===== src/rtl/alu_pkg.sv =====
// Shared definitions for the ALU operand stage: datapath widths, ALU
// function codes and the forwarding-source select encoding.
package alu_pkg;

    localparam int DATA_W = 32;
    localparam int REG_AW = 5;
    localparam int FUN_W  = 6;

    // ALU function codes driven on ALUFun.
    localparam logic [FUN_W-1:0] ALU_ADD = 6'b000000;
    localparam logic [FUN_W-1:0] ALU_SUB = 6'b000001;
    localparam logic [FUN_W-1:0] ALU_AND = 6'b011000;
    localparam logic [FUN_W-1:0] ALU_OR  = 6'b011110;
    localparam logic [FUN_W-1:0] ALU_XOR = 6'b010110;
    localparam logic [FUN_W-1:0] ALU_NOR = 6'b010001;
    localparam logic [FUN_W-1:0] ALU_A   = 6'b011010;
    localparam logic [FUN_W-1:0] ALU_SLL = 6'b100000;
    localparam logic [FUN_W-1:0] ALU_SRL = 6'b100001;
    localparam logic [FUN_W-1:0] ALU_SRA = 6'b100011;

    // Compare operations share the 11xxx1 pattern.
    function automatic logic is_compare_fun(input logic [FUN_W-1:0] fun);
        return (fun[5:4] == 2'b11) && fun[0];
    endfunction

    // Which pipeline stage supplies a source operand.
    typedef enum logic [1:0] {
        FWD_NONE  = 2'd0,
        FWD_EXMEM = 2'd1,
        FWD_MEMWB = 2'd2
    } fwd_sel_e;

endpackage


===== src/rtl/alu_fwd_mux.sv =====
// Forwarding mux for one source register: picks the youngest in-flight
// writer of that register, falling back to the latched register-file value.
module alu_fwd_mux #(
    parameter int DATA_W = 32,
    parameter int REG_AW = 5
) (
    input  logic [REG_AW-1:0] src_addr_i,
    input  logic [DATA_W-1:0] src_data_i,
    input  logic              exmem_regwrite_i,
    input  logic [REG_AW-1:0] exmem_rd_i,
    input  logic [DATA_W-1:0] exmem_result_i,
    input  logic              memwb_regwrite_i,
    input  logic [REG_AW-1:0] memwb_rd_i,
    input  logic [DATA_W-1:0] memwb_result_i,
    output logic [DATA_W-1:0] fwd_data_o
);
    import alu_pkg::*;

    fwd_sel_e sel;

    // Priority select: EX/MEM is younger than MEM/WB so it wins; r0 is never forwarded.
    always_comb begin
        // NOTE: every combinational output gets a default first so no path can infer a latch.
        sel = FWD_NONE;
        if (exmem_regwrite_i && (exmem_rd_i != '0) && (exmem_rd_i == src_addr_i)) begin
            sel = FWD_EXMEM;
        end else if (memwb_regwrite_i && (memwb_rd_i != '0) && (memwb_rd_i == src_addr_i)) begin
            sel = FWD_MEMWB;
        end
    end

    // Steer the selected source onto the output.
    always_comb begin
        fwd_data_o = src_data_i;
        case (sel)
            FWD_EXMEM: fwd_data_o = exmem_result_i;
            FWD_MEMWB: fwd_data_o = memwb_result_i;
            default:   fwd_data_o = src_data_i;
        endcase
    end

endmodule


===== src/rtl/alu_operand_stage.sv =====
// ID/EX pipeline register with EX-stage operand forwarding. Drives the ALU
// A/B/ALUFun inputs and flags load-use hazards for the hazard unit.
module alu_operand_stage #(
    parameter int DATA_W = 32,
    parameter int REG_AW = 5,
    parameter int FUN_W  = 6
) (
    input  logic              clk,
    input  logic              reset,
    input  logic              stall,
    input  logic              flush,
    input  logic              id_valid,
    input  logic [REG_AW-1:0] id_rs_addr,
    input  logic [REG_AW-1:0] id_rt_addr,
    input  logic [REG_AW-1:0] id_rd_dst,
    input  logic [DATA_W-1:0] id_rs_data,
    input  logic [DATA_W-1:0] id_rt_data,
    input  logic [DATA_W-1:0] id_imm,
    input  logic [4:0]        id_shamt,
    input  logic              id_ALUSrc1,
    input  logic              id_ALUSrc2,
    input  logic [FUN_W-1:0]  id_ALUFun,
    input  logic              id_RegWrite,
    input  logic              id_MemRead,
    input  logic              id_MemWrite,
    input  logic              exmem_RegWrite,
    input  logic [REG_AW-1:0] exmem_rd,
    input  logic [DATA_W-1:0] exmem_result,
    input  logic              memwb_RegWrite,
    input  logic [REG_AW-1:0] memwb_rd,
    input  logic [DATA_W-1:0] memwb_result,
    output logic [DATA_W-1:0] A,
    output logic [DATA_W-1:0] B,
    output logic [FUN_W-1:0]  ALUFun,
    output logic              ex_valid,
    output logic              ex_RegWrite,
    output logic              ex_MemRead,
    output logic              ex_MemWrite,
    output logic [REG_AW-1:0] ex_rd,
    output logic [DATA_W-1:0] ex_store_data,
    output logic              load_use_hazard
);

    typedef struct packed {
        logic              valid;
        logic              regwrite;
        logic              memread;
        logic              memwrite;
        logic              alusrc1;
        logic              alusrc2;
        logic [FUN_W-1:0]  alufun;
        logic [REG_AW-1:0] rs_addr;
        logic [REG_AW-1:0] rt_addr;
        logic [REG_AW-1:0] rd;
        logic [DATA_W-1:0] rs_data;
        logic [DATA_W-1:0] rt_data;
        logic [DATA_W-1:0] imm;
        logic [4:0]        shamt;
    } stage_t;

    stage_t            stage_q;
    stage_t            stage_d;
    logic [DATA_W-1:0] fwd_rs;
    logic [DATA_W-1:0] fwd_rt;

    alu_fwd_mux #(.DATA_W(DATA_W), .REG_AW(REG_AW)) u_fwd_rs (
        .src_addr_i       (stage_q.rs_addr),
        .src_data_i       (stage_q.rs_data),
        .exmem_regwrite_i (exmem_RegWrite),
        .exmem_rd_i       (exmem_rd),
        .exmem_result_i   (exmem_result),
        .memwb_regwrite_i (memwb_RegWrite),
        .memwb_rd_i       (memwb_rd),
        .memwb_result_i   (memwb_result),
        .fwd_data_o       (fwd_rs)
    );

    alu_fwd_mux #(.DATA_W(DATA_W), .REG_AW(REG_AW)) u_fwd_rt (
        .src_addr_i       (stage_q.rt_addr),
        .src_data_i       (stage_q.rt_data),
        .exmem_regwrite_i (exmem_RegWrite),
        .exmem_rd_i       (exmem_rd),
        .exmem_result_i   (exmem_result),
        .memwb_regwrite_i (memwb_RegWrite),
        .memwb_rd_i       (memwb_rd),
        .memwb_result_i   (memwb_result),
        .fwd_data_o       (fwd_rt)
    );

    // Next-state: flush loads a bubble, stall holds control but captures forwarded data, else load ID.
    always_comb begin
        stage_d = stage_q;
        if (flush) begin
            stage_d = '0;
        end else if (stall) begin
            // A value forwarded now must survive its producer retiring during the stall.
            stage_d.rs_data = fwd_rs;
            stage_d.rt_data = fwd_rt;
        end else begin
            stage_d.valid    = id_valid;
            stage_d.regwrite = id_RegWrite;
            stage_d.memread  = id_MemRead;
            stage_d.memwrite = id_MemWrite;
            stage_d.alusrc1  = id_ALUSrc1;
            stage_d.alusrc2  = id_ALUSrc2;
            stage_d.alufun   = id_ALUFun;
            stage_d.rs_addr  = id_rs_addr;
            stage_d.rt_addr  = id_rt_addr;
            stage_d.rd       = id_rd_dst;
            stage_d.rs_data  = id_rs_data;
            stage_d.rt_data  = id_rt_data;
            stage_d.imm      = id_imm;
            stage_d.shamt    = id_shamt;
        end
    end

    // Stage register with synchronous reset taking priority over everything.
    always_ff @(posedge clk) begin
        // NOTE: sequential state uses non-blocking assignment so all registers update together.
        if (reset) begin
            stage_q <= '0;
        end else begin
            stage_q <= stage_d;
        end
    end

    // Operand muxes toward the ALU; shamt is zero-extended, never sign-extended.
    always_comb begin
        A = stage_q.alusrc1 ? {{(DATA_W-5){1'b0}}, stage_q.shamt} : fwd_rs;
        B = stage_q.alusrc2 ? stage_q.imm : fwd_rt;
    end

    // Registered control out, plus the conservative load-use check against the ID operands.
    always_comb begin
        ALUFun          = stage_q.alufun;
        ex_valid        = stage_q.valid;
        ex_RegWrite     = stage_q.regwrite;
        ex_MemRead      = stage_q.memread;
        ex_MemWrite     = stage_q.memwrite;
        ex_rd           = stage_q.rd;
        ex_store_data   = fwd_rt;
        load_use_hazard = stage_q.valid && stage_q.memread && (stage_q.rd != '0) &&
                          ((stage_q.rd == id_rs_addr) || (stage_q.rd == id_rt_addr));
    end

endmodule


===== config.mk =====
export PLATFORM = sky130hd
export DESIGN_NAME = alu_operand_stage
export DESIGN_NICKNAME = d
export VERILOG_FILES = /design/src/rtl/alu_pkg.sv /design/src/rtl/alu_fwd_mux.sv /design/src/rtl/alu_operand_stage.sv
export SDC_FILE = /design/constraint.sdc
export NUM_CORES = 1
export LEC_CHECK = 0
export CAP_MARGIN = 25
export CORE_ASPECT_RATIO = 0.7
export CORE_MARGIN = 4
export CORE_UTILIZATION = 44
export CTS_BUF_LIST = sky130_fd_sc_hd__clkbuf_16
export CTS_CLUSTER_SIZE = 16
export DETAILED_ROUTE_END_ITERATION = 12
export PLACE_DENSITY = 0.82
export SYNTH_ARGS = -nofsm -noshare
export SYNTH_HDL_FRONTEND = slang
export SYNTH_SLANG_ARGS = --single-unit

===== constraint.sdc =====
create_clock -name clk -period 3 [get_ports clk]
set_clock_uncertainty 0.05 [all_clocks]
set_input_delay 0.6 -clock clk [delete_from_list [all_inputs] [get_ports clk]]
set_output_delay 0.6 -clock clk [all_outputs]
set_load 0.02 [all_outputs]

==> flow_summary_export.csv, run 1 <==
group,metric,value,unit
status,status,"finished, violations left",
status,violations,"negative setup slack",
worst_setup_path,ff2ff_path_depth,9,
placement,dpl_cell_area,12030,µm²
synthesis,synthCells,948,
die,initial_utilization,0.4528,
sta,setup_ws,-0.1996,ns
synthesis,yosysMostFrequentCell,"nor2_1",
clock_network,cts_sinks,128,
worst_setup_path,criticalPathCategory,"in -> out",
global_route,grt_start_max_net_pins,70,
sta,clock.fmax,312.5,MHz
run,drv_cap,0,
synthesis,synth_largest_area_cell,"dfxtp_1",
route,viasPerCell,6.300,
finish,drive_gt1_frac,0.3485,
global_route,grt_pass1_wl,56110,µm
synthesis,synth-main-ff-cell,"dfxtp_1",
route,antenna_left,0,
power_and_ir_drop,peakVddDrop,0.0003556,V
synthesis,synth_edf_count,0,
finish,area_growth,83.45,%
hold_path,holdPathStages,2,
worst_setup_path,path_delay_family,"buffers and inverters",
sta,rsz0062_at_grt,"yes",
sta,setup_viol,89,
sta,hold_viol_final,0,
global_route,antenna_found_initial,1,
worst_setup_path,crit_path_end_kind,"output port",
die,die_height,119.7,µm
worst_setup_path,crit_chain,"buf_6 -> or4_4 -> o21a_4 -> nand3_4 -> buf_12 -> buf_12 -> buf_6 -> mux2i_4 -> a211oi_2 -> buf_4",
synthesis,syn_area,7841,µm²
clock_network,clock_path_buffers,2,
synthesis,avgSynthCellArea,8.271,µm²
worst_setup_path,cp.arrival,2.55,ns
route,first_pass_iters,7,
clock_network,hold_buffers,0,
clock_network,cts_max_level,4,
clock_network,numCtsBuffers,17,
die,core-area,17320,µm²
global_route,grt_pass1_vias,9976,
hold_path,hp-class,"reg -> reg",
worst_setup_path,crit_buf_inv,5,
placement,dpl.hpwl,22870,µm
synthesis,synth-seq-cells,128,
worst_setup_path,start_kind,"input port",
clock_network,clk_latency,0.43,ns
worst_setup_path,cp.depth,10,
route,first_iter_violations,1324,
global_route,track_usage,0.3542,
sta,worst_slew_pin_slew,0.6327,ns
power_and_ir_drop,leakage,5.675,nW
route,drc,0,
synthesis,ys_seq_area_frac,0.3268,
synthesis,syn_nets,1156,
synthesis,ys_types,34,
die,die_w,167.6,µm
finish,layout.nets,1539,
clock_network,clk_pin_slew,0.06,ns
route,routed_wl,39420,µm
finish,final_area,14390,µm²
placement,port_buffers,319,
worst_setup_path,critPathMaxFanout,8,
placement,gp_congestion,0.8956,
route,dr_total_vias,9923,
die,num_io_pins,320,
synthesis,ys_warn_count,0,
die,core.rowCount,40,
synthesis,synth.area.top_cells,"dfxtp_1 33%, mux2i_1 12%, nor2_1 7.8%",
worst_setup_path,cpMaxStageDelayCell,"or4_4",
die,die_area,20050,µm²
power_and_ir_drop,power_density,385.2,nW/µm²
sta,post-route-period-util,1.067,
finish,final_util,0.8307,
synthesis,synth_commonest_cells,"163 x nor2_1, 128 x dfxtp_1, 91 x mux2i_1",
worst_setup_path,crit_required,2.35,ns
synthesis,netlist.area_leader.share,0.3268,
route,avgRoutedWirePerCell,25.03,µm
synthesis,async_reset_ff_frac,0,
worst_setup_path,critPathMaxStageDelay,0.53,ns
sta,max_slew_margin,0.5782,
global_route,grt_overflow_total,0,
clock_network,root_buffer,"clkbuf_16",
sta,fin_crit,3.200,ns
clock_network,cts_tree,"yes",
sta,drv_slew,0,
[stage by stage]
stage	power [W]	setup slack (ns)	TNS (ns)	instances	hold WS (ns)
6_report	0.005542	-0.1996	-9.065	1575	0.4485
3_3_place_gp	0.002965	-0.9396	-79.85	1481	0.4241
3_5_place_dp	0.002983	-0.9729	-82.39	1481	0.4341
4_1_cts	0.005435	-0.1682	-3.197	1549	0.4488
2_1_floorplan	0.002340	0.03316	0	948	0.4133
5_1_grt	0.005661	-0.2290	-12.72	1574	0.4830
[layer usage]
metal / up-vias / part of all wire / GRT usage / wire length (µm)
li1: 4240 / - / - / -
met1: 4776 / 0.37 / 0.4170 / 14680
met2: 726 / 0.47 / 0.5962 / 18690
met3: 179 / 0.10 / 0.09911 / 4100
met4: 2 / 0.049 / 0.1733 / 1948
met5: - / 0.00020 / 0 / 8
[report_power, final]
group          switching [W]  internal (W)  leakage [nW]
registers          0.0000441       0.00176          1.04
logic               0.000693      0.000661          4.32
clock network       0.000863       0.00152         0.315
total                0.00160       0.00394          5.68
[registers in the layout, summed over array words and instances, names as in the netlist]
signal	flops
ex_MemRead	1
stage_q	113
ex_RegWrite	1
ex_MemWrite	1
ALUFun	6
ex_valid	1
ex_rd	5
[worst reg2reg max path: stages, from the launching register on]
cell and delay (ns):
dfxtp_1 0.36, xor2_1 0.19, nor3_2 0.30, buf_6 0.25
buf_6 0.25, a31oi_4 0.15, buf_4 0.18, buf_4 0.12
a21oi_1 0.14, o221ai_1 0.13
[area by class of cell]
cell class	instances	area, µm²
diodes	1	2.502
flip-flops and latches	128	2569
well taps	231	289.0
multi-input cells	681	6132
fillers	985	2932
inverters	33	123.9
repair buffers	470	4609
clock buffers	18	450.4
clock inverters	13	209.0
[placed cells by master, fill, tap and decap left out, drive strengths merged, types with 6 or more instances in the layout]
cell type / instances
a211oi: 61
a21oi: 33
a31oi: 32
and3: 6
buf: 246
clkbuf: 25
clkdlybuf4s50: 211
dfxtp: 128
inv: 34
mux2i: 91
nand2: 39
nand3: 37
nand3b: 64
nor2: 163
o221ai: 64
o31ai: 37
xnor2: 10
xor2: 20
[path summary, 6_finish.rpt]
kind / from / to / slack (ns)
worst max-delay path: memwb_rd[3] / A[21] / -0.20
worst max register to register: stage_q[109] / stage_q[43] / 0.74
worst min register to register: stage_q[19] / stage_q[19] / 0.45
worst min-delay path: stage_q[19] / stage_q[19] / 0.45
[kinds of logic after synthesis]
logic type             count (synthesis)  share of synthesized area
AND/OR/NAND/NOR                      321                     0.1969
AO/OA/AOI/OAI                        239                     0.2421
buffers and inverters                139                    0.08457
flip-flops                           128                     0.3268
multiplexers                          91                     0.1162
XOR/XNOR                              30                    0.03351
[what timing repair did]
action | CTS | global route
setup buffers | 26 | 29
hold endpoints to repair | 0 | 0
cloned | 11 | 3
gates resized for setup | 652 | 62
pin swaps | 63 | 53
endpoints found under the setup margin | 96 | 96
Power figures use the tool's default switching activity.
==> run 2, diff against run 1 <==
MAX_ROUTING_LAYER = met4   (was not set)
==> run 2 against run 1 <==
Against the previous run: the flow still finishes with violations (negative setup slack); sequential share of layout area rose by 0.51 points; non-clock buffer count down 6; critical path depth fell by 1.
==> flow_summary_export.csv, run 2 (same netlist as run 1, synthesis figures left out) <==
group,metric,value,unit
status,status,"finished, violations left",
status,violations,"negative setup slack",
finish,regMostFlops,"stage_q",
finish,area_growth,78.30,%
worst_setup_path,cp.arrival,2.55,ns
clock_network,root_buffer,"clkbuf_16",
sta,drv_slew,0,
worst_setup_path,critPathMaxStageDelay,0.52,ns
finish,layout.nets,1534,
clock_network,cts_sinks,128,
clock_network,clk_latency,0.43,ns
placement,port_buffers,319,
worst_setup_path,path_delay_family,"simple AND/OR/NAND/NOR gates",
worst_setup_path,start_kind,"input port",
die,num_io_pins,320,
placement,dpl.hpwl,23080,µm
worst_setup_path,crit_chain,"buf_6 -> or4_4 -> o21a_4 -> and3_4 -> buf_12 -> buf_4 -> a211oi_4 -> o31ai_1 -> buf_2",
hold_path,hold_start,"stage_q[30]",
die,die_area,20050,µm²
power_and_ir_drop,power_density,372.8,nW/µm²
sta,setup_ws,-0.2024,ns
power_and_ir_drop,leakage,5.536,nW
die,die_w,167.6,µm
route,routed_wl,38230,µm
worst_setup_path,crit_path_end_kind,"output port",
die,initial_utilization,0.4528,
sta,clock.fmax,312.3,MHz
placement,post-place-ws,-0.9859,ns
hold_path,hold_end,"stage_q[30]",
finish,layout_common_cells,"211 x clkdlybuf4s50_1, 173 x buf_4, 158 x nor2_1",
clock_network,cts_max_level,4,
clock_network,clk_pin_slew,0.06,ns
worst_setup_path,critPathMaxFanout,11,
route,first_pass_iters,7,
route,first_iter_violations,1267,
clock_network,clock_path_buffers,2,
route,drc,0,
hold_path,holdPathStages,2,
die,core-area,17320,µm²
worst_setup_path,ff2ff_path_depth,12,
worst_setup_path,crit_required,2.35,ns
power_and_ir_drop,peakVddDrop,0.0002831,V
route,avgRoutedWirePerCell,24.29,µm
clock_network,hold_buffers,0,
finish,multi_input_area,5983,µm²
clock_network,cts_tree,"yes",
finish,drive_gt1_frac,0.3391,
sta,fin_crit,3.202,ns
worst_setup_path,reg2reg_from,"stage_q[109]",
sta,post-route-period-util,1.067,
route,dr_total_vias,9762,
global_route,grt_overflow_total,0,
placement,dpl_cell_area,11990,µm²
finish,fillers,1090,
global_route,grt_pass1_vias,9810,
global_route,grt_start_max_net_pins,60,
worst_setup_path,r2r_setup_slack,0.62,ns
sta,worst_slew_pin_slew,0.6102,ns
global_route,antenna_found_initial,4,
worst_setup_path,crit_buf_inv,4,
clock_network,numCtsBuffers,17,
worst_setup_path,r2r_end,"stage_q[46]",
placement,gp_congestion,0.8880,
finish,seqCellArea,2567,µm²
hold_path,hp-class,"reg -> reg",
global_route,grt_pass1_wl,54490,µm
finish,final_common_cell,"clkdlybuf4s50_1",
die,core.rowCount,40,
global_route,track_usage,0.3501,
run,drv_cap,0,
finish,largest_reg_flops,113,
route,antenna_left,0,
die,die_height,119.7,µm
sta,max_slew_margin,0.5932,
route,viasPerCell,6.202,
sta,setup_viol,91,
worst_setup_path,criticalPathCategory,"in -> out",
finish,final_area,13980,µm²
sta,rsz0062_at_grt,"yes",
worst_setup_path,cpMaxStageDelayCell,"or4_4",
sta,hold_viol_final,0,
[run 2: changes by cell type in the layout (fill, tap and decap cells not counted), sizes merged]
cell           change
inv                +2
nand2              +1
clkbuf             -2
bufinv             -3
clkinv             +1
dlygate4sd2        +2
bufbuf             -1
clkdlybuf4s15      -1
buf                -5
diode              +3
clkinvlp           +2
[run 2: worst max path at each step]
stage	cells past startpoint	start	to	slack [ns]
global placement	8	memwb_rd[0]	B[6]	-0.91
CTS	10	memwb_rd[4]	B[5]	-0.23
floorplan	7	exmem_rd[1]	B[24]	0.03
finish	9	memwb_rd[4]	B[24]	-0.20
global route	9	memwb_rd[4]	B[23]	-0.28
detailed placement	8	memwb_rd[0]	B[26]	-0.99
[run 2: worst reg2reg max path, stage by stage (launching register included)]
cell	delay [ns]
dfxtp_1	0.33
buf_4	0.14
xnor2_1	0.12
and4_1	0.17
buf_4	0.13
buf_4	0.13
nand2_4	0.11
buf_12	0.17
buf_4	0.16
buf_4	0.11
nand3_2	0.09
buf_12	0.22
o221ai_1	0.33
[run 2: repair_timing]
| action | CTS | global route |
|---|---|---|
| endpoints found under the setup margin | 96 | 97 |
| pin swaps | 43 | 50 |
| buffers inserted | 22 | 27 |
| gates cloned | 7 | 3 |
| gates resized for setup | 601 | 83 |
[run 2: through the flow]
stage,std cells,hold slack [ns],utilization,total power (W),setup TNS (ns)
final,1574,0.4519,0.8074,0.005212,-8.074
after floorplan,948,0.4133,-,0.002340,0
after global routing,1574,0.4717,0.8074,0.005348,-12.29
after detailed placement,1482,0.4347,0.6921,0.002983,-85.20
after CTS,1543,0.4483,0.7796,0.005109,-8.276
after global placement,1482,0.4229,0.6921,0.002965,-79.61
[run 2: report_power, final]
part	leakage [nW]	switching (W)	internal [W]
registers	1.04	0.0000413	0.00176
logic	4.22	0.000683	0.000653
clock network	0.270	0.000860	0.00122
total	5.54	0.00158	0.00363
[run 2: area by class of cell]
class | instances | share of cell area
Tap cell | 231 | 0.02067
Antenna cell | 4 | 0.0007159
Clock buffer | 17 | 0.03043
Timing Repair Buffer | 464 | 0.3173
Sequential cell | 128 | 0.1836
Multi-Input combinational cell | 682 | 0.4280
Clock inverter | 15 | 0.01038
Inverter | 33 | 0.008860
[run 2: routing by layer]
| metal | part of all wire | vias to the layer above | routed length [µm] | track usage |
|---|---|---|---|---|
| met5 | 0 | - | 0 | - |
| li1 | - | 4243 | - | - |
| met4 | 0.037 | 0 | 1415 | 0.1328 |
| met3 | 0.097 | 146 | 3723 | 0.09154 |
| met2 | 0.47 | 728 | 18120 | 0.5662 |
| met1 | 0.39 | 4645 | 14960 | 0.4223 |
